**src/rtl/chunked_serial_adder.sv**
```systemverilog
`default_nettype none
// ============================================================================
// Module      : chunked_serial_adder
// Description : Multi-cycle adder, CHUNK bits per clock with a registered
//               carry ripple. CHUNKED_SERIAL_ADDER_OVERFLOW_EN adds overflow.
// Revision    : 1.0 - initial release
// ============================================================================
module chunked_serial_adder #(
    parameter int WIDTH = 8,
    parameter int CHUNK = 2
) (
    input  logic             clk,
    input  logic             reset,
    input  logic             start,
    input  logic [WIDTH-1:0] a,
    input  logic [WIDTH-1:0] b,
    input  logic             carryIn,
    output logic             busy,
    output logic             done,
    output logic [WIDTH-1:0] sum,
    output logic             carryOut
`ifdef CHUNKED_SERIAL_ADDER_OVERFLOW_EN
    ,
    output logic             overflow
`endif
);

    localparam int NCHUNK = WIDTH / CHUNK;
    localparam int IDXW   = (NCHUNK > 1) ? $clog2(NCHUNK) : 1;
    localparam logic [IDXW-1:0] c_last_idx = IDXW'(NCHUNK - 1);

    typedef enum logic [1:0] {
        S_IDLE = 2'd0,
        S_RUN  = 2'd1,
        S_DONE = 2'd2
    } state_t;

    state_t            r_state;
    logic [IDXW-1:0]   r_idx;
    logic [WIDTH-1:0]  r_a;
    logic [WIDTH-1:0]  r_b;
    logic              r_carry;

    int                w_base;
    logic [CHUNK-1:0]  w_slice_a;
    logic [CHUNK-1:0]  w_slice_b;
    logic [CHUNK:0]    w_add;
    logic              w_accept;
    logic              w_last;

    assign w_base    = int'(r_idx) * CHUNK;
    assign w_slice_a = r_a[w_base +: CHUNK];
    assign w_slice_b = r_b[w_base +: CHUNK];
    assign w_add     = {1'b0, w_slice_a} + {1'b0, w_slice_b} + {{CHUNK{1'b0}}, r_carry};
    assign w_accept  = start && ((r_state == S_IDLE) || (r_state == S_DONE));
    assign w_last    = (r_idx == c_last_idx);

`ifdef CHUNKED_SERIAL_ADDER_OVERFLOW_EN
    // Carry into the MSB is recovered as sum_msb ^ a_msb ^ b_msb.
    logic w_ovf;
    assign w_ovf = w_add[CHUNK] ^ w_add[CHUNK-1] ^ w_slice_a[CHUNK-1] ^ w_slice_b[CHUNK-1];
`endif

    always_ff @(posedge clk) begin
        if (reset) begin
            r_state  <= S_IDLE;
            r_idx    <= '0;
            r_a      <= '0;
            r_b      <= '0;
            r_carry  <= 1'b0;
            sum      <= '0;
            carryOut <= 1'b0;
            busy     <= 1'b0;
            done     <= 1'b0;
`ifdef CHUNKED_SERIAL_ADDER_OVERFLOW_EN
            overflow <= 1'b0;
`endif
        end else begin
            case (r_state)
                S_IDLE, S_DONE: begin
                    done <= 1'b0;
                    if (w_accept) begin
                        r_a     <= a;
                        r_b     <= b;
                        r_carry <= carryIn;
                        sum     <= '0;
                        r_idx   <= '0;
                        busy    <= 1'b1;
                        r_state <= S_RUN;
`ifdef CHUNKED_SERIAL_ADDER_OVERFLOW_EN
                        overflow <= 1'b0;
`endif
                    end else begin
                        r_state <= S_IDLE;
                    end
                end
                S_RUN: begin
                    sum[w_base +: CHUNK] <= w_add[CHUNK-1:0];
                    r_carry              <= w_add[CHUNK];
                    r_idx                <= r_idx + 1'b1;
                    if (w_last) begin
                        carryOut <= w_add[CHUNK];
                        busy     <= 1'b0;
                        done     <= 1'b1;
                        r_state  <= S_DONE;
`ifdef CHUNKED_SERIAL_ADDER_OVERFLOW_EN
                        overflow <= w_ovf;
`endif
                    end
                end
                default: r_state <= S_IDLE;
            endcase
        end
    end

endmodule
`default_nettype wire

```
**config.mk**
```make
export PLATFORM = sky130hd
export DESIGN_NAME = chunked_serial_adder
export DESIGN_NICKNAME = d
export VERILOG_FILES = /design/src/rtl/chunked_serial_adder.sv
export SDC_FILE = /design/constraint.sdc
export NUM_CORES = 1
export LEC_CHECK = 0
export ABC_AREA = 1
export BUFFER_PORTS_ARGS = -buffer_cell sky130_fd_sc_hd__buf_2
export CAP_MARGIN = 5
export CELL_PAD_IN_SITES_DETAIL_PLACEMENT = 0
export CELL_PAD_IN_SITES_GLOBAL_PLACEMENT = 1
export CORE_MARGIN = 1.5
export CORE_UTILIZATION = 41
export DETAILED_ROUTE_END_ITERATION = 6
export PLACE_DENSITY_LB_ADDON = 0.1
export SYNTH_ARGS = -nofsm -noshare
export SYNTH_HDL_FRONTEND = slang
export SYNTH_SLANG_ARGS = --single-unit
```
**constraint.sdc**
```tcl
create_clock -name clk -period 4.5 [get_ports clk]
set_input_delay 0.225 -clock clk [delete_from_list [all_inputs] [get_ports clk]]
set_output_delay 0.225 -clock clk [all_outputs]
set_load 0.01 [all_outputs]
```
==> impl_metrics.json <==
{
  "end_kind": "flop",
  "design_area_mm2": 0.00174,
  "multi_input_area_um2": 734,
  "layout_commonest_cell": "nor2_1",
  "tightest_slew_ns": 0.535,
  "finalCritPeriodShare_pct": 56.4,
  "cp_max_fo": 14,
  "grt_setup_unrepaired": "false",
  "vdd_drop_max_mv": 0.217,
  "fin_util_pct": 50.7,
  "routabilityCongestion": 0.857,
  "hold_class": "input port to flop",
  "crit_slowest_cell": "dfxtp_1",
  "globalRouteTotalUtil_pct": 16.7,
  "leakage_nw": 0.795,
  "cts_buffer_depth": 2,
  "fin_setup_tns_ns": 0,
  "insertion_delay_ns": 0.28,
  "port_buffers": 30,
  "maxSlewHeadroom_pct": 64.3,
  "post_cts_buffers": 0,
  "p_per_area_mw_per_mm2": 392,
  "cts_sinks": 32,
  "mappedNetlistNets": 223,
  "crit_buf_inv": 1,
  "antenna_cells": 0,
  "postSynthAreaPerCell_um2": 7.65,
  "core_area_mm2": 0.00344,
  "synth_cell_types": 23,
  "layout_common_cells": "nor2_1, dfxtp_1, buf_2",
  "clkTransAtPathRegs_ns": 0.06,
  "worst_setup_path_start_kind": "flop",
  "drt-total-wl_um": 3010,
  "yosys_warnings": 0,
  "root_buffer": "clkbuf_8",
  "fmax_mhz": 394,
  "cpPeakStageDelay_ns": 0.53,
  "critPathTopFamily": "adder cells",
  "drv_cap": 0,
  "cts_resized": 0,
  "ys_seq_area_share_pct": 42.5,
  "die-area_mm2": 0.00405,
  "ant_nets": 0,
  "nets": 251,
  "cts_tree": "yes",
  "worstSetupPathType": "flop to flop",
  "die_h_um": 63.6,
  "status": "complete, no violations",
  "viasPerCell": 4.79,
  "finClkSkew_ns": 0.00264,
  "fill_cells": 375,
  "wire_per_inst_um": 11.1,
  "initial_core_util_pct": 43.8,
  "setup_viol": 0,
  "area_growth_pct": 15.7,
  "finalCriticalPeriod_ns": 2.54,
  "worstPathArrival_ns": 2.75,
  "dpl_cell_area_mm2": 0.00164,
  "dp_hpwl_um": 2280,
  "antenna_found_initial": 0,
  "drt_iter0_drc": 66,
  "hold_viol": 0,
  "htreeDepth": 2,
  "crit_chain": "inv_1 > o21ai_0 > o22ai_1 > fa_1 > fa_1 > nand2_1 > nor2_1 > nand2_1 > a21oi_1",
  "ctsHoldBuffers": 0,
  "yosys_register_bits": 32,
  "rows": 21,
  "die_w_um": 63.6,
  "synth_cells": 197,
  "gr-total-overflow": 0,
  "grt_pass1_vias": 1225,
  "grt_first_pass_wirelength_um": 5290,
  "drt_first_pass_iters": 4,
  "grt_max_degree": 30,
  "drive_gt1_share_pct": 23.5,
  "drc_errors": 0,
  "final-seq-area_um2": 641,
  "vias": 1302,
  "ioPinCount": 31,
  "cts-buffers-inserted": 5,
  "slew_violations": 0,
  "syn_area_mm2": 0.00151,
  "crit_required_ns": 4.71
}
registers in the layout, summed over array words and instances (netlist names):
signal and flops:
r_a 8, r_b 8, sum 8, r_idx 2
r_state 2, busy 1, carryOut 1, done 1
r_carry 1
synthesized netlist by cell type, drive strengths merged:
cell	n	area share, %
fa	2	2.7
o21ai	24	8.0
nor2	52	15
ha	4	3.3
nand3b	2	1.0
nand3	17	5.6
o22ai	4	1.7
nand2	27	7.7
dfxtp	32	42
buf	7	4.7
inv	13	3.6
clkbuf	2	0.50
a21oi	11	3.7
worst paths after layout:
check | cells after the start | slack (ns) | startpoint | to
max | 9 | 1.96 | r_idx[0] | sum[3]
min | 3 | 0.18 | a[3] | r_a[3]
max reg2reg | 9 | 1.96 | r_idx[0] | sum[3]
min reg2reg | 2 | 0.46 | busy | busy
stage by stage:
step | setup slack [ns] | instances | power, mW | hold slack [ns]
floorplan | 2.25 | 197 | 0.405 | 0.370
global placement | 2.08 | 264 | 0.425 | 0.446
detailed placement | 1.96 | 264 | 0.427 | 0.458
CTS | 1.96 | 272 | 0.694 | 0.176
global route | 1.77 | 272 | 0.727 | 0.189
finish | 1.96 | 272 | 0.684 | 0.181
worst register-to-register path, cell delays in order (launching register included):
cell	delay, ns
dfxtp_1	0.53
inv_1	0.28
o21ai_0	0.22
o22ai_1	0.12
fa_1	0.41
fa_1	0.52
nand2_1	0.08
nor2_1	0.14
nand2_1	0.08
a21oi_1	0.11
layer usage:
| layer | global-route usage, % | vias to the layer above | share of wire [%] |
|---|---|---|---|
| met2 | 29.1 | 28 | 49 |
| met1 | 18.6 | 567 | 44 |
| met4 | 7.07 | 0 | 2.9 |
| met5 | 0 | - | 0 |
| li1 | - | 697 | - |
| met3 | 5.18 | 10 | 4.4 |
power breakdown:
part           internal (mW)  total, mW  switching [mW]
Sequential             0.301      0.315          0.0139
Combinational         0.0414      0.103          0.0615
Clock                  0.164      0.266           0.102
Total                  0.507      0.684           0.177
layout make-up:
cell class,instances,area share (%)
clock buffers,6,4.16
well taps,46,3.30
multi-input cells,143,42.1
repair buffers,30,8.61
inverters,13,3.08
flip-flops and latches,32,36.7
clock inverters,2,2.01
cell families after synthesis:
kind of cell	after synthesis	synth area share (%)
buf+inv	22	8.80
compound gates	39	13.3
flops	32	42.5
simple gates	98	29.5
fa+ha+maj	6	5.98
(Power assumes the default switching activity.)
